### src/rtl/div_unit_if.sv
// Request/response bundle between the EX stage and the divider.
interface div_unit_if #(
    parameter int WIDTH = 32
);
    logic                 start;
    logic                 signed_div;
    logic [WIDTH-1:0]     opdata1;
    logic [WIDTH-1:0]     opdata2;
    logic                 annul;
    logic                 busy;
    logic                 ready;
    logic [2*WIDTH-1:0]   result;

    modport master (
        output start, signed_div, opdata1, opdata2, annul,
        input  busy, ready, result
    );

    modport slave (
        input  start, signed_div, opdata1, opdata2, annul,
        output busy, ready, result
    );
endinterface

### src/rtl/div_unit.sv
// Multi-cycle radix-2 restoring divider for DIV/DIVU.
// result = {remainder, quotient}; busy stalls the pipeline while iterating.
module div_unit #(
    parameter int WIDTH = 32
) (
    input logic        clk,
    input logic        rst,
    div_unit_if.slave  bus
);
    localparam int CW = $clog2(WIDTH);

    typedef enum logic [1:0] {
        S_IDLE,
        S_DIVZERO,
        S_ON,
        S_END
    } state_t;

    state_t               state;
    state_t               state_nxt;

    logic [2*WIDTH:0]     sr;
    logic [WIDTH-1:0]     divisor;
    logic                 sgn;
    logic                 neg_dd;
    logic                 neg_dv;
    logic [CW-1:0]        counter;
    logic [2*WIDTH-1:0]   result_q;

    logic                 accept;
    logic                 last_step;
    logic [WIDTH-1:0]     abs1;
    logic [WIDTH-1:0]     abs2;
    logic [2*WIDTH+1:0]   shifted;
    logic [WIDTH+1:0]     trial;
    logic [2*WIDTH:0]     step_sr;
    logic [WIDTH-1:0]     quo_raw;
    logic [WIDTH-1:0]     rem_raw;
    logic [WIDTH-1:0]     quo_fix;
    logic [WIDTH-1:0]     rem_fix;

    assign accept    = (state == S_IDLE) && bus.start && !bus.annul;
    assign last_step = (counter == CW'(WIDTH - 1));

    // Operand magnitudes and one restoring step with sign correction of its outcome.
    always_comb begin
        abs1 = (bus.signed_div && bus.opdata1[WIDTH-1]) ? -bus.opdata1 : bus.opdata1;
        abs2 = (bus.signed_div && bus.opdata2[WIDTH-1]) ? -bus.opdata2 : bus.opdata2;

        // Upper slice carries the shifted-out MSB so the trial subtract sees the full partial remainder.
        shifted = {sr, 1'b0};
        trial   = shifted[2*WIDTH+1:WIDTH] - {2'b00, divisor};
        if (!trial[WIDTH+1]) begin
            step_sr = {trial[WIDTH:0], shifted[WIDTH-1:1], 1'b1};
        end else begin
            step_sr = shifted[2*WIDTH:0];
        end

        quo_raw = step_sr[WIDTH-1:0];
        rem_raw = step_sr[2*WIDTH-1:WIDTH];
        quo_fix = (sgn && (neg_dd ^ neg_dv)) ? -quo_raw : quo_raw;
        rem_fix = (sgn && neg_dd) ? -rem_raw : rem_raw;
    end

    // State register.
    always_ff @(posedge clk) begin
        if (rst) begin
            state <= S_IDLE;
        end else begin
            state <= state_nxt;
        end
    end

    // Next-state logic.
    always_comb begin
        state_nxt = state;
        case (state)
            S_IDLE: begin
                if (accept) begin
                    state_nxt = (bus.opdata2 == '0) ? S_DIVZERO : S_ON;
                end
            end
            S_DIVZERO: begin
                state_nxt = bus.annul ? S_IDLE : S_END;
            end
            S_ON: begin
                if (bus.annul) begin
                    state_nxt = S_IDLE;
                end else if (last_step) begin
                    state_nxt = S_END;
                end
            end
            S_END: begin
                if (!bus.start) begin
                    state_nxt = S_IDLE;
                end
            end
            default: state_nxt = S_IDLE;
        endcase
    end

    // Datapath: operand capture, iteration and result load.
    always_ff @(posedge clk) begin
        if (rst) begin
            sr       <= '0;
            divisor  <= '0;
            sgn      <= 1'b0;
            neg_dd   <= 1'b0;
            neg_dv   <= 1'b0;
            counter  <= '0;
            result_q <= '0;
        end else begin
            case (state)
                S_IDLE: begin
                    if (accept && (bus.opdata2 != '0)) begin
                        sr      <= {{(WIDTH + 1){1'b0}}, abs1};
                        divisor <= abs2;
                        sgn     <= bus.signed_div;
                        neg_dd  <= bus.opdata1[WIDTH-1];
                        neg_dv  <= bus.opdata2[WIDTH-1];
                        counter <= '0;
                    end
                end
                S_DIVZERO: begin
                    if (!bus.annul) begin
                        result_q <= '0;
                    end
                end
                S_ON: begin
                    if (!bus.annul) begin
                        sr      <= step_sr;
                        counter <= counter + 1'b1;
                        if (last_step) begin
                            result_q <= {rem_fix, quo_fix};
                        end
                    end
                end
                default: ;
            endcase
        end
    end

    // Status outputs decoded from state.
    always_comb begin
        bus.busy   = (state == S_DIVZERO) || (state == S_ON);
        bus.ready  = (state == S_END);
        bus.result = result_q;
    end
endmodule

### src/flat_wrapper.sv
// flat-port wrapper written by rule: the top's interface ports become plain ports
module div_unit_flat 
#(
    parameter int WIDTH = 32
)
  (clk, rst, bus_start, bus_signed_div, bus_opdata1, bus_opdata2, bus_annul, bus_busy, bus_ready, bus_result);
  div_unit_if #(.WIDTH(WIDTH)) bus_i ();
  input logic clk;
  input logic rst;
  input wire logic [$bits(bus_i.start)-1:0] bus_start;
  input wire logic [$bits(bus_i.signed_div)-1:0] bus_signed_div;
  input wire logic [$bits(bus_i.opdata1)-1:0] bus_opdata1;
  input wire logic [$bits(bus_i.opdata2)-1:0] bus_opdata2;
  input wire logic [$bits(bus_i.annul)-1:0] bus_annul;
  output wire logic [$bits(bus_i.busy)-1:0] bus_busy;
  output wire logic [$bits(bus_i.ready)-1:0] bus_ready;
  output wire logic [$bits(bus_i.result)-1:0] bus_result;
  assign bus_i.start = bus_start;
  assign bus_i.signed_div = bus_signed_div;
  assign bus_i.opdata1 = bus_opdata1;
  assign bus_i.opdata2 = bus_opdata2;
  assign bus_i.annul = bus_annul;
  assign bus_busy = bus_i.busy;
  assign bus_ready = bus_i.ready;
  assign bus_result = bus_i.result;
  div_unit #(.WIDTH(WIDTH)) u_core (.clk(clk), .rst(rst), .bus(bus_i));
endmodule
### config.mk
export PLATFORM = sky130hd
export DESIGN_NAME = div_unit_flat
export DESIGN_NICKNAME = d
export VERILOG_FILES = /design/src/rtl/div_unit_if.sv /design/src/rtl/div_unit.sv /design/src/flat_wrapper.sv
export SDC_FILE = /design/constraint.sdc
export NUM_CORES = 1
export LEC_CHECK = 0
export ABC_CLOCK_PERIOD_IN_PS = 6690
export BUFFER_PORTS_ARGS = -buffer_cell sky130_fd_sc_hd__buf_4
export CAP_MARGIN = 10
export CORE_MARGIN = 2
export CORE_UTILIZATION = 40
export CTS_BUF_LIST = sky130_fd_sc_hd__clkbuf_16
export DETAILED_ROUTE_END_ITERATION = 7
export PLACE_DENSITY = 0.55
export SKIP_LAST_GASP = 1
export SLEW_MARGIN = 20
export SYNTH_ARGS = -nofsm -noshare
export SYNTH_HDL_FRONTEND = slang
export SYNTH_SLANG_ARGS = --single-unit
### constraint.sdc
create_clock -name clk -period 6.69 [get_ports clk]
set_clock_uncertainty 0.05 [all_clocks]
set_input_delay 0.669 -clock clk [delete_from_list [all_inputs] [get_ports clk]]
set_output_delay 0.669 -clock clk [all_outputs]
set_load 0.05 [all_outputs]
==> metrics <==
CTS Buffer Depth 2; Synth Instances ~1,600; Die ar. between 30,000 and 40,000 um^2; unrepaired setup endpoints after global routing no; RR Startpoint u_core.sr[42]$_SDFFE_PP0P_; antenna cells 0; CP max FO 55; vias in the first global route between 10,000 and 15,000; Clk pwr share between 20% and 30%; max_slew headroom between 20% and 30%; Hold Violations, Final 0; CP peak stage delay slightly below 600 ps; Nets 1,779; fin crit share between 80% and 90%; Iter 0 DRT Violations ~840; Die W 175 um; Inst Count DP between 2,000 and 2,500; r2r setup slk 1020 ps; Top Family by Delay on Critical Path compound AO/OA/AOI/OAI gates; Sw Share approximately half; fmax ~0.18 GHz; Sequential Power Share 27.4%; P&R area growth vs syn 15.5%; initial antenna violation count 0; Tmin final between 5000 and 6000 ps; Post-synth EDFFs 0; TritonRoute pass-1 iters 6; CTS clk-pin slew, worst paths 80 ps; GRT Overall Usage a little over a quarter; max-slew violations 0; Main synth FF type dfxtp_1; Critical Path Slowest Stage Cell o31a_1; Worst Hold Slack approximately 400 ps; per-cell routed wire length a little under 20 um; highest-count cells in the layout ignoring fill and taps nand2_1, nor2_1, dfxtp_1, buf_4, a21oi_1; Core ar. between 20,000 and 30,000 um^2; Buffers on Ports between 100 and 150; Placer Congestion between 0.9 and 1; final wirelength about 41 mm; die height 175 um; worst-margin pin slew roughly 1100 ps; top-level port count 135; post-synthesis area per instance between 7 and 8 um^2; startpoint of the worst hold path u_core.bus.result[53]$_SDFFE_PP0P_; TritonCTS buffer count 17; worst path bufs/invs 3; final setup fails 0; IR drop worst, VDD around 420 uV; outcome completed; row count 62; crit end category flip-flop; Hold Path Stages 2; Pleak around 5.4 nW; Syn Nets 1,716; Vias/cell ~5.7; mapped cell area between 10,000 and 15,000 um^2; Antenna Nets Post-Route 0; number of synthesis warnings 0; Initial Util between 40% and 50%; leading area contributor after synthesis dfxtp_1; CP required slightly below 7000 ps; layout cells sized above 1 a little under an eighth; largest net degree at the start of global routing just under 90; Crit Path Class flip-flop to flip-flop; final core utilization 47.0%; most common cell after layout, fill and taps aside nand2_1; cell internal pwr between 2 and 2.5 mW; distinct cell type count after synthesis 72; first-pass GRT wire length 63.2 mm; # DRC 0; hpwl dp around 30 mm; TritonCTS sink count around 170; flops & latches, synth between 150 and 200; number of H-tree levels 4; GRT overflow 0; Switch Pwr between 2 and 2.5 mW; PwrDens 349 nW/um^2; Hold EP u_core.bus.result[53]$_SDFFE_PP0P_; total of max-cap violations 0; reg2reg path depth 17; Worst-Skew Late Latency 440 ps; post-synthesis sequential area ratio 29.3%; CTS Hold Bufs 0; nature of the critical path startpoint flip-flop; fraction of registers with async set/reset 0%; total number of vias 11,800; Comb power frac between 50% and 60%; postcts setup bufs 0; setup_tns 0 ps; synth top area cells dfxtp_1, nand2_1, nor2_1, xnor2_1, a21oi_1; Resize count post-CTS 0; crit path DAT about 5900 ps; top cell type's share of synthesized area between 20% and 30%; Root Driver clkbuf_16; final cell count without fillers about 2,100; crit-path cells ha_1 > nand2_1 > o21ai_0 > a22oi_1 > a21boi_0 > o31a_1 > nor2_4 > inv_1 > buf_4 > ha_1 > inv_1 > nor2_1 > a31oi_1 > o21bai_1 > or3_1 > a32oi_1 > nor2_1; hold crit path type flip-flop to flip-flop; capture point of the worst reg-to-reg path u_core.bus.result[24]$_SDFFE_PP0P_; CTS tree done
power groups by stage:
| stage | Sequential, mW | Clock, mW | Combinational, mW |
|---|---|---|---|
| final | 1.29 | 1.02 | 2.41 |
| after global routing | 1.31 | 1.08 | 2.64 |
| after CTS | 1.29 | 1.04 | 2.37 |
| after detailed placement | 1.31 | 0 | 2.36 |
| after global placement | 1.31 | 0 | 2.36 |
| after floorplan | 1.25 | 0 | 1.70 |
sequential cells by signal, summed over array words and instances, names as in the netlist:
signal / cells
u_core.neg_dv: 1
u_core.bus.result: 64
u_core.neg_dd: 1
u_core.sgn: 1
u_core.counter: 5
u_core.sr: 65
u_core.divisor: 32
u_core.state: 2
through the flow:
step	area (um^2)	power, mW	setup WS (ps)
4_1_cts	13500	4.69	1200
2_1_floorplan	11700	2.95	1200
6_report	13500	4.72	1020
3_5_place_dp	12900	3.67	1230
3_3_place_gp	12900	3.67	1420
5_1_grt	13500	5.02	643
tightest hold or removal path, stage by stage, from the launching register on:
cell and delay, ps:
dfxtp_1 330, nand2_1 40, o21ai_0 50
area by class of cell:
cell class / count / area [um^2]
multi-input cells: 1273 / 7720
fillers: 2923 / 15300
clock inverters: 15 / 155
well taps: 384 / 480
repair buffers: 144 / 1090
inverters: 59 / 221
flip-flops and latches: 171 / 3420
clock buffers: 17 / 425
metal layers:
metal	share of wire (%)	vias to the layer above	track usage, %
met5	0	-	0
met4	1.6	0	6.46
met3	5.9	30	3.55
met2	43	356	39.4
met1	50	5593	39.1
li1	-	5814	-
worst max path at each step:
stage / to / from / cells after the start / slack [ps]
after global placement: u_core.bus.result[24]$_SDFFE_PP0P_ / u_core.sr[42]$_SDFFE_PP0P_ / 17 / 1420
after global routing: u_core.bus.result[24]$_SDFFE_PP0P_ / u_core.sr[42]$_SDFFE_PP0P_ / 17 / 640
final: u_core.bus.result[24]$_SDFFE_PP0P_ / u_core.sr[42]$_SDFFE_PP0P_ / 17 / 1020
after detailed placement: u_core.bus.result[24]$_SDFFE_PP0P_ / u_core.sr[42]$_SDFFE_PP0P_ / 17 / 1230
after CTS: u_core.bus.result[24]$_SDFFE_PP0P_ / u_core.sr[42]$_SDFFE_PP0P_ / 17 / 1200
after floorplan: u_core.bus.result[60]$_SDFFE_PP0P_ / u_core.divisor[14]$_SDFFE_PP0P_ / 22 / 1200
cell usage after synthesis, drive strengths merged, types with 4 or more instances:
master / number
o21bai: 4
and4: 5
nor4: 20
and3: 8
clkbuf: 96
nand2: 217
nand3: 23
a21oi: 139
a221o: 4
a22oi: 62
nand2b: 14
mux2: 4
o21ai: 111
a311oi: 6
o22ai: 4
buf: 4
a21o: 12
o31ai: 19
a31oi: 10
dfxtp: 171
a211o: 4
xor2: 55
mux2i: 9
xnor2: 84
o211ai: 6
ha: 43
and2: 14
nor2: 196
nor2b: 10
inv: 59
nand4: 11
o21a: 5
a22o: 10
or4: 9
a211oi: 39
o41ai: 10
or3: 10
nor3: 51
logic make-up (layout without fill, tap and decap cells):
kind of cell / Yosys count / after routing / share of synthesized area (%)
adder cells (fa/ha/maj): 44 / 44 / 4.77
AND/OR/NAND/NOR: 602 / 602 / 23.1
flip-flops: 171 / 171 / 29.3
multiplexers: 13 / 13 / 1.16
XOR/XNOR: 139 / 139 / 10.4
buffers and inverters: 159 / 235 / 5.17
AO/OA/AOI/OAI: 475 / 475 / 26.1
Note: power is estimated with default switching activity, not from simulation.
